--- src/rtl/insertion_sort_engine.sv ---
`default_nettype none
// ============================================================================
// Module   : insertion_sort_engine
// Purpose  : In-place insertion sort of a word array held in external memory,
//            accessed through AXI4-Lite-style AR/R and AW/W/B channels.
// Revision : 1.0
// ============================================================================
module insertion_sort_engine #(
  parameter int ADDR_WDTH = 8,
  parameter int DATA_WDTH = 32,
  parameter int RESP_WDTH = 2,
  parameter int LEN_WDTH  = ADDR_WDTH + 1
) (
  input  logic                 clk,
  input  logic                 rst_n,
  input  logic                 start,
  input  logic [ADDR_WDTH-1:0] base_addr,
  input  logic [LEN_WDTH-1:0]  len,
  input  logic                 mode_desc,
  input  logic                 mode_signed,
  output logic                 busy,
  output logic                 done,
  output logic                 error,
  output logic [RESP_WDTH-1:0] err_resp,
  output logic                 ar_valid,
  input  logic                 ar_ready,
  output logic [ADDR_WDTH-1:0] ar_addr,
  input  logic                 r_valid,
  output logic                 r_ready,
  input  logic [DATA_WDTH-1:0] r_data,
  input  logic [RESP_WDTH-1:0] r_resp,
  output logic                 aw_valid,
  input  logic                 aw_ready,
  output logic [ADDR_WDTH-1:0] aw_addr,
  output logic                 w_valid,
  input  logic                 w_ready,
  output logic [DATA_WDTH-1:0] w_data,
  input  logic                 b_valid,
  output logic                 b_ready,
  input  logic [RESP_WDTH-1:0] b_resp
);

  localparam logic [3:0] c_idle    = 4'd0;
  localparam logic [3:0] c_key_ar  = 4'd1;
  localparam logic [3:0] c_key_r   = 4'd2;
  localparam logic [3:0] c_chk_j   = 4'd3;
  localparam logic [3:0] c_cmp_ar  = 4'd4;
  localparam logic [3:0] c_cmp_r   = 4'd5;
  localparam logic [3:0] c_decide  = 4'd6;
  localparam logic [3:0] c_shift_w = 4'd7;
  localparam logic [3:0] c_shift_b = 4'd8;
  localparam logic [3:0] c_place_w = 4'd9;
  localparam logic [3:0] c_place_b = 4'd10;
  localparam logic [3:0] c_next_i  = 4'd11;
  localparam logic [3:0] c_done    = 4'd12;
  localparam logic [3:0] c_err     = 4'd13;

  localparam logic signed [LEN_WDTH:0] c_j_one   = 1;
  localparam logic        [LEN_WDTH-1:0] c_len_one = 1;
  localparam logic        [RESP_WDTH-1:0] c_okay  = '0;

  logic [3:0]                r_state;
  logic [ADDR_WDTH-1:0]      r_base;
  logic [LEN_WDTH-1:0]       r_len;
  logic [LEN_WDTH-1:0]       r_i;
  logic signed [LEN_WDTH:0]  r_j;
  logic                      r_desc;
  logic                      r_sgn;
  logic [DATA_WDTH-1:0]      r_key;
  logic [DATA_WDTH-1:0]      r_cmp;
  logic                      r_aw_done;
  logic                      r_w_done;
  logic [RESP_WDTH-1:0]      r_err_resp;

  logic signed [LEN_WDTH:0]  w_i_ext;
  logic signed [LEN_WDTH:0]  w_j_plus1;
  logic [LEN_WDTH-1:0]       w_i_inc;
  logic                      w_skip;
  logic                      w_gt;
  logic                      w_lt;
  logic                      w_move;
  logic                      w_wr_state;
  logic                      w_aw_fin;
  logic                      w_w_fin;
  logic                      w_wr_fin;
  logic                      w_idle_like;

  assign w_i_ext   = $signed({1'b0, r_i});
  assign w_j_plus1 = r_j + c_j_one;
  assign w_i_inc   = r_i + c_len_one;
  assign w_skip    = (w_j_plus1 == w_i_ext);

  // Equal elements never satisfy either strict compare, which keeps the sort stable.
  assign w_gt   = r_sgn ? ($signed(r_cmp) > $signed(r_key)) : (r_cmp > r_key);
  assign w_lt   = r_sgn ? ($signed(r_cmp) < $signed(r_key)) : (r_cmp < r_key);
  assign w_move = r_desc ? w_lt : w_gt;

  assign w_idle_like = (r_state == c_idle) || (r_state == c_done) || (r_state == c_err);
  assign busy     = !w_idle_like;
  assign done     = (r_state == c_done);
  assign error    = (r_state == c_err);
  assign err_resp = r_err_resp;

  assign ar_valid = (r_state == c_key_ar) || (r_state == c_cmp_ar);
  assign ar_addr  = (r_state == c_key_ar) ? r_base + ADDR_WDTH'(r_i) :
                    (r_state == c_cmp_ar) ? r_base + ADDR_WDTH'(r_j) : '0;
  assign r_ready  = (r_state == c_key_r) || (r_state == c_cmp_r);

  assign w_wr_state = (r_state == c_shift_w) || ((r_state == c_place_w) && !w_skip);
  assign aw_valid   = w_wr_state && !r_aw_done;
  assign w_valid    = w_wr_state && !r_w_done;
  assign aw_addr    = w_wr_state ? r_base + ADDR_WDTH'(w_j_plus1) : '0;
  assign w_data     = (r_state == c_shift_w) ? r_cmp : (w_wr_state ? r_key : '0);
  assign b_ready    = (r_state == c_shift_b) || (r_state == c_place_b);

  // AW and W complete independently; the write phase ends once both have.
  assign w_aw_fin = r_aw_done || (aw_valid && aw_ready);
  assign w_w_fin  = r_w_done  || (w_valid && w_ready);
  assign w_wr_fin = w_aw_fin && w_w_fin;

  always_ff @(posedge clk or negedge rst_n) begin
    if (!rst_n) begin
      r_state    <= c_idle;
      r_base     <= '0;
      r_len      <= '0;
      r_i        <= '0;
      r_j        <= '0;
      r_desc     <= 1'b0;
      r_sgn      <= 1'b0;
      r_key      <= '0;
      r_cmp      <= '0;
      r_aw_done  <= 1'b0;
      r_w_done   <= 1'b0;
      r_err_resp <= '0;
    end else begin
      case (r_state)
        c_idle, c_done, c_err: begin
          if (start) begin
            r_base     <= base_addr;
            r_len      <= len;
            r_desc     <= mode_desc;
            r_sgn      <= mode_signed;
            r_err_resp <= '0;
            r_i        <= c_len_one;
            r_state    <= (len <= c_len_one) ? c_done : c_key_ar;
          end
        end
        c_key_ar: if (ar_ready) r_state <= c_key_r;
        c_key_r: begin
          if (r_valid) begin
            if (r_resp != c_okay) begin
              r_err_resp <= r_resp;
              r_state    <= c_err;
            end else begin
              r_key   <= r_data;
              r_j     <= w_i_ext - c_j_one;
              r_state <= c_chk_j;
            end
          end
        end
        c_chk_j:  r_state <= r_j[LEN_WDTH] ? c_place_w : c_cmp_ar;
        c_cmp_ar: if (ar_ready) r_state <= c_cmp_r;
        c_cmp_r: begin
          if (r_valid) begin
            if (r_resp != c_okay) begin
              r_err_resp <= r_resp;
              r_state    <= c_err;
            end else begin
              r_cmp   <= r_data;
              r_state <= c_decide;
            end
          end
        end
        c_decide: r_state <= w_move ? c_shift_w : c_place_w;
        c_shift_w, c_place_w: begin
          if ((r_state == c_place_w) && w_skip) begin
            r_state <= c_next_i;
          end else if (w_wr_fin) begin
            r_aw_done <= 1'b0;
            r_w_done  <= 1'b0;
            r_state   <= (r_state == c_shift_w) ? c_shift_b : c_place_b;
          end else begin
            r_aw_done <= w_aw_fin;
            r_w_done  <= w_w_fin;
          end
        end
        c_shift_b, c_place_b: begin
          if (b_valid) begin
            if (b_resp != c_okay) begin
              r_err_resp <= b_resp;
              r_state    <= c_err;
            end else if (r_state == c_shift_b) begin
              r_j     <= r_j - c_j_one;
              r_state <= c_chk_j;
            end else begin
              r_state <= c_next_i;
            end
          end
        end
        c_next_i: begin
          r_i     <= w_i_inc;
          r_state <= (w_i_inc == r_len) ? c_done : c_key_ar;
        end
        default: r_state <= c_idle;
      endcase
    end
  end

endmodule
`default_nettype wire

--- config.mk ---
export PLATFORM = sky130hd
export DESIGN_NAME = insertion_sort_engine
export DESIGN_NICKNAME = d
export VERILOG_FILES = /design/src/rtl/insertion_sort_engine.sv
export SDC_FILE = /design/constraint.sdc
export NUM_CORES = 1
export LEC_CHECK = 0
export ABC_AREA = 1
export CORE_MARGIN = 1.5
export CORE_UTILIZATION = 35
export CTS_CLUSTER_DIAMETER = 80
export DETAILED_ROUTE_END_ITERATION = 16
export GPL_TIMING_DRIVEN = 0
export HOLD_SLACK_MARGIN = 0.15
export PLACE_DENSITY_LB_ADDON = 0.1
export SLEW_MARGIN = 20
export SYNTH_ARGS = -nofsm -noshare
export SYNTH_HDL_FRONTEND = slang
export SYNTH_SLANG_ARGS = --single-unit
--- constraint.sdc ---
create_clock -name clk -period 6.8 [get_ports clk]
set_input_delay 2.04 -clock clk [delete_from_list [all_inputs] [get_ports clk]]
set_output_delay 2.04 -clock clk [all_outputs]
set_load 0.005 [all_outputs]
# After elaboration in Yosys (flattened, before gate mapping)
# Index checks and enable logic that the tools add are counted.
[totals]
word_cells = 133
output_inout_bits = 58
regBits = 110
inputBits = 63
[op_classes]
magnitude_cmp = 5
bitwise = 2
mux = 42
addsub = 7
n_reduce_logical = 37
n_eq_ne = 28
[op_table]
columns = ["op", "count"]
rows = [
  ["32-bit > comparator", 2],
  ["32-bit less-than comparator", 2],
  ["32-bit 2-to-1 mux", 2],
  ["4-bit 2-to-1 mux", 16],
  ["10-bit 2-to-1 mux", 5],
  ["4-bit case mux with 10 select lines", 1],
  ["8-bit adder", 3],
  ["4-bit == test (second input constant)", 6],
  ["8-bit 2-to-1 mux", 3],
  ["2-bit != test (second input constant)", 10],
  ["10-bit case mux with 2 select lines", 1],
  ["9-bit case mux with 2 select lines", 1],
  ["4-bit by 3-bit == test with 1-bit output (second input constant)", 4],
  ["2-bit 2-to-1 mux", 6],
  ["6-bit AND reduction", 2],
  ["10-bit by 2-bit adder with 10-bit output (second input constant)", 1],
  ["10-bit == test", 1],
  ["10-bit by 2-bit subtractor with 10-bit output (second input constant)", 1],
  ["9-bit by 1-bit subtractor with 10-bit output (second input constant)", 1],
  ["9-bit by 1-bit adder with 9-bit output (second input constant)", 1],
  ["9-bit == test", 1],
  ["9-bit by 1-bit <= comparator with 1-bit output (second input constant)", 1],
  ["9-bit 2-to-1 mux", 1],
  ["4-bit by 2-bit == test with 1-bit output (second input constant)", 2],
  ["other kinds (17)", 47],
]

# Longest topological paths before layout
# Gate-level depths: netlist of the first run.
[logic_depth]
word_depth = 12
ltp_mapped = 21
depth_no_buf = 21

# Least setup slack after synthesis of the first run
# No wires, ideal clock.
[synth_path]
path_kind = "reg2out"
startpoint = "register r_j[0]"
endpoint = "output aw_addr[6]"
setup_slack_ns = 2.569
stages_incl_launch_ff = 12
required_time_ns = 4.760
n_path_buf = 0
arrival_ns = 2.191
path_cell_list = "dfrtp_1 -> inv_1 -> ha_1 -> inv_1 -> fa_1 -> o31ai_1 -> and2_1 -> nor2_1 -> nor2_1 -> nor2_1 -> xor2_1 -> nor2_1"
[synth_between]
elab_chain_len = 6
elab_cells_between_ends = 7
[synth_rtl]
columns = ["element", "line", "source"]
rows = [
  ["from (decl)", "66", "logic signed [LEN_WDTH:0] r_j;"],
  ["from (signal assigned)", "156", "r_j <= w_i_ext - c_j_one;"],
  ["from (signal assigned)", "193", "r_j <= r_j - c_j_one;"],
  ["10-bit by 2-bit adder with 10-bit output (*)", "89", "assign w_j_plus1 = r_j + c_j_one;"],
  ["branches (longest 4 deep; another with 8-bit adder)", "-", ""],
  ["8-bit 2-to-1 mux (*)", "112", "assign aw_addr = w_wr_state ? r_base + ADDR_WDTH'(w_j_plus1) : '0;"],
  ["to (decl)", "34", "output logic [ADDR_WDTH-1:0] aw_addr,"],
]
# Mark *: on every way between the ends.

# Worst setup path after layout of the first run
[layout_path]
startpoint = "register r_j[0]"
endpoint = "output aw_addr[7]"
# The elaborated chain is that of the path after synthesis.

==> results of run 1 <==
-- worst max-delay path: cells and delay by family (launching register included) --
kind,cells,cell delay [ns]
xor gates and xnor gates,1,0.14
AOI/OAI and AO/OA,3,0.60
buffers and inverters,2,0.56
adders and majority gates,2,0.59
and+or+nand+nor,8,0.72
DFF,1,0.48
-- cell usage after synthesis, types with 5 or more instances --
master,instances
a21oi_1,39
buf_2,11
clkbuf_1,23
dfrtp_1,110
ha_1,57
inv_1,159
mux2_2,8
nand2_1,294
nand2_2,7
nand3_1,38
nand3_2,5
nand4_1,9
nor2_1,87
nor2_2,7
nor3_1,9
o21ai_0,108
o22ai_1,11
o31ai_1,33
xnor2_1,7
xor2_1,13
-- state kept, by name, summed over array words and instances, names as in the netlist --
register   cells
r_base         8
r_desc         1
err_resp       2
r_j           10
r_cmp         32
r_key         32
r_i            9
r_aw_done      1
r_w_done       1
r_sgn          1
r_state        4
r_len          9
-- cell families (layout without fill, tap and decap cells) --
group / Yosys count / count (layout) / share of synthesized area [%]
and+or+nand+nor: 466 / 466 / 25.0
AOI/OAI and AO/OA: 213 / 213 / 15.8
buffers and inverters: 201 / 338 / 10.0
DFF: 110 / 110 / 35.7
adders and majority gates: 60 / 60 / 10.0
xor gates and xnor gates: 20 / 20 / 2.27
muxes: 8 / 8 / 1.17
other: 0 / 1 / 0
-- metrics by stage --
step	hold slack (ns)	setup WS, ns
detailed placement	0.473	1.72
finish	0.485	1.31
global placement	0.467	-0.996
floorplan	0.453	2.57
global route	0.514	0.967
CTS	0.492	1.32
-- routing by layer --
| metal | track usage (%) | vias to the layer above | share of wire (%) | wire length [µm] |
|---|---|---|---|---|
| li1 | - | 3749 | - | - |
| met1 | 28.2 | 3336 | 47 | 10800 |
| met2 | 35.7 | 146 | 47 | 10600 |
| met3 | 3.77 | 15 | 5.0 | 1140 |
| met4 | 3.54 | 0 | 0.77 | 174 |
| met5 | 0 | - | 0 | 0 |
-- final timing paths --
kind,from,endpoint,slack [ns],cells after the start
setup / recovery,r_j[0],aw_addr[7],1.31,16
hold / removal,r_key[27],r_key[27],0.49,2
setup reg to reg,r_j[0],r_state[1],4.22,15
hold reg to reg,r_key[27],r_key[27],0.49,2
max in group asynchronous,rst_n,r_state[2],4.49,2
min in group asynchronous,rst_n,r_key[5],1.58,1
-- final cells by class --
cell class / count / share of cell area (%)
multi-input combinational: 767 / 43.7
sequential: 110 / 28.8
timing repair buffer: 121 / 12.9
inverter: 165 / 6.47
tap: 280 / 3.66
clock buffer: 10 / 2.39
buffer: 36 / 1.58
clock inverter: 6 / 0.549
antenna: 1 / 0.0261
-- report_power, final --
group	internal (mW)	leakage (nW)	switching (mW)
Sequential	0.896	1.42	0.217
Clock	0.256	0.132	0.270
Combinational	0.875	3.03	1.26
==> summary.txt, run 1 <==
Run status
  • Status: finished clean

Logic synthesis
  • Most used DFF post-synth: dfrtp_1
  • Synth area leader: dfrtp_1
  • Avg Inst Size Synth: ~7.1 µm²
  • Syn_nets: between 1000 and 1500
  • Synth area leaders: dfrtp_1 (36%), nand2_1 (14%), ha_1 (9.3%)
  • YS warnings: 0
  • Register bit total from synthesis: 110
  • Async set or reset register ratio after synthesis: 100%
  • Post-synthesis cell area: between 7000 and 8000 µm²
  • Number of synthesized flops with an enable pin: 0
  • Post-synthesis cell type count: 40
  • Mapped Cells: 1078
  • Seq/Total Area, Yosys: 35.7%
  • Area share of the largest cell type after synthesis: a little over a third

Layout
  • Fin area: around 9600 µm²
  • FF+latch area: roughly 2800 µm²
  • Most frequent cells in the layout: nand2_1 (294), inv_1 (159), clkdlybuf4s50_1 (119)
  • Fraction of layout cells with a size suffix above 1: ~5.3%
  • Fillcell total: between 2000 and 2500
  • Final core utilization: between 40% and 50%
  • Area Growth Syn to Fin: 24.2%
  • Cell Count, Final, Fillers Out: about 1500
  • Commonest non-fill, non-tap cell in the layout: nand2_1
  • Footprint of the multi-input gates: about 4200 µm²
  • Nets: around 1300

STA
  • Period utilization: between 80% and 90%
  • Final Skew: approximately 0.015 ns
  • Slew margin rel.: between 50% and 60%
  • Fmax: approximately 180 MHz
  • Fin crit period: about 5.5 ns
  • Max Transition Viols Final: 0
  • RSZ-0062 raised after global routing: false
  • Final hold vios: 0
  • Slew @ Worst Pin: ~0.60 ns
  • Setup TNS: 0 ns
  • Setup Viol. Count Final: 0

CTS
  • Clk slew on worst S/H paths: around 0.080 ns
  • Clk_lat worst skew: approximately 0.36 ns
  • Clock root cell: clkbuf_16
  • Htree depth: 3
  • CTS tree: done
  • Resized cells post-CTS: 0
  • Setup bufs post-CTS: 0
  • Clock Path Buffers: 2
  • Number of CTS-inserted buffers: 9
  • Clock tree sinks: 110
  • CTS Hold Bufs: 0

Placed design
  • Final Wtd Congestion: between 0.8 and 0.9
  • PortBufs: 120
  • Placed Instance Area: 9290 µm²
  • Dpl hpwl: between 15000 and 20000 µm
  • Placed instance count: 1479

Hold path
  • Worst min path class: flop to flop

Drt
  • DRC Markers: 0
  • DRT Wirelength: around 23000 µm
  • Via density: between 4 and 5
  • Initial drt markers: about 530
  • Detailed Routing Iterations Pass 1: 5
  • Post-DR wirelength/cell: between 15 and 20 µm
  • Post-route ant nets: 0
  • Total number of vias: about 7200

Pwr
  • VDD IR max: about 0.17 mV
  • Power, Total: around 3.8 mW
  • P per Cell Area: 394 nW/µm²
  • LEAKAGE: 4.59 nW

Floorplan
  • Core ar.: ~22000 µm²
  • # IOs: about 120
  • Die Y-Extent: 151 µm
  • Die area: 22900 µm²
  • Die span in x: about 150 µm
  • Initial Util: between 30% and 40%
  • Core Rows: 54

GRT
  • GRT overflow: 0
  • GR Util All Layers: between 20% and 30%
  • First-pass GRT wire length: about 37000 µm
  • Largest net degree at the start of global routing: 75
  • Vias in the first global route: a little over 7000
  • Initial antenna violation count: 1

Worst setup path
  • Critical-path top delay cell: clkdlybuf4s50_1
  • CP Class: flop to output port
  • CP arrival: ~3.5 ns
  • CP most frequent cell: nand2_1
  • CP max FO: 7
  • Cells along the critical path: ha_1 -> nand2_2 -> inv_2 -> nor2_1 -> ha_1 -> a21oi_1 -> nand2_1 -> nand2_1 -> nand2_1 -> a21oi_1 -> nor2_1 -> o21ai_0 -> nand2_1 -> xor2_1 -> nor2_1 -> clkdlybuf4s50_1
  • Endpoint kind of the worst setup timing path: output port
  • WP data required: about 4.8 ns
  • Crit-path max cell delay: ~0.5 ns
  • Crit start category: flop

Run
  • Max Cap Viol: 0
No activity file was read; power rests on OpenSTA's default activity.
==> run 2: changes to the inputs <==
Clock period 6.8 ns to 5.6 ns, I/O delays scaled along.
==> results of run 2 <==
Same layout as run 1 (identical final DEF). Status: finished clean.
Among the figures that moved: setup slack after placement 1.72 ns -> 0.877 ns; setup slack after layout 1.31 ns -> 0.469 ns; register-to-register setup slack 4.22 ns -> 3.02 ns; total power 3.77 mW -> 4.58 mW; worst IR drop on VDD 0.170 mV -> 0.206 mV
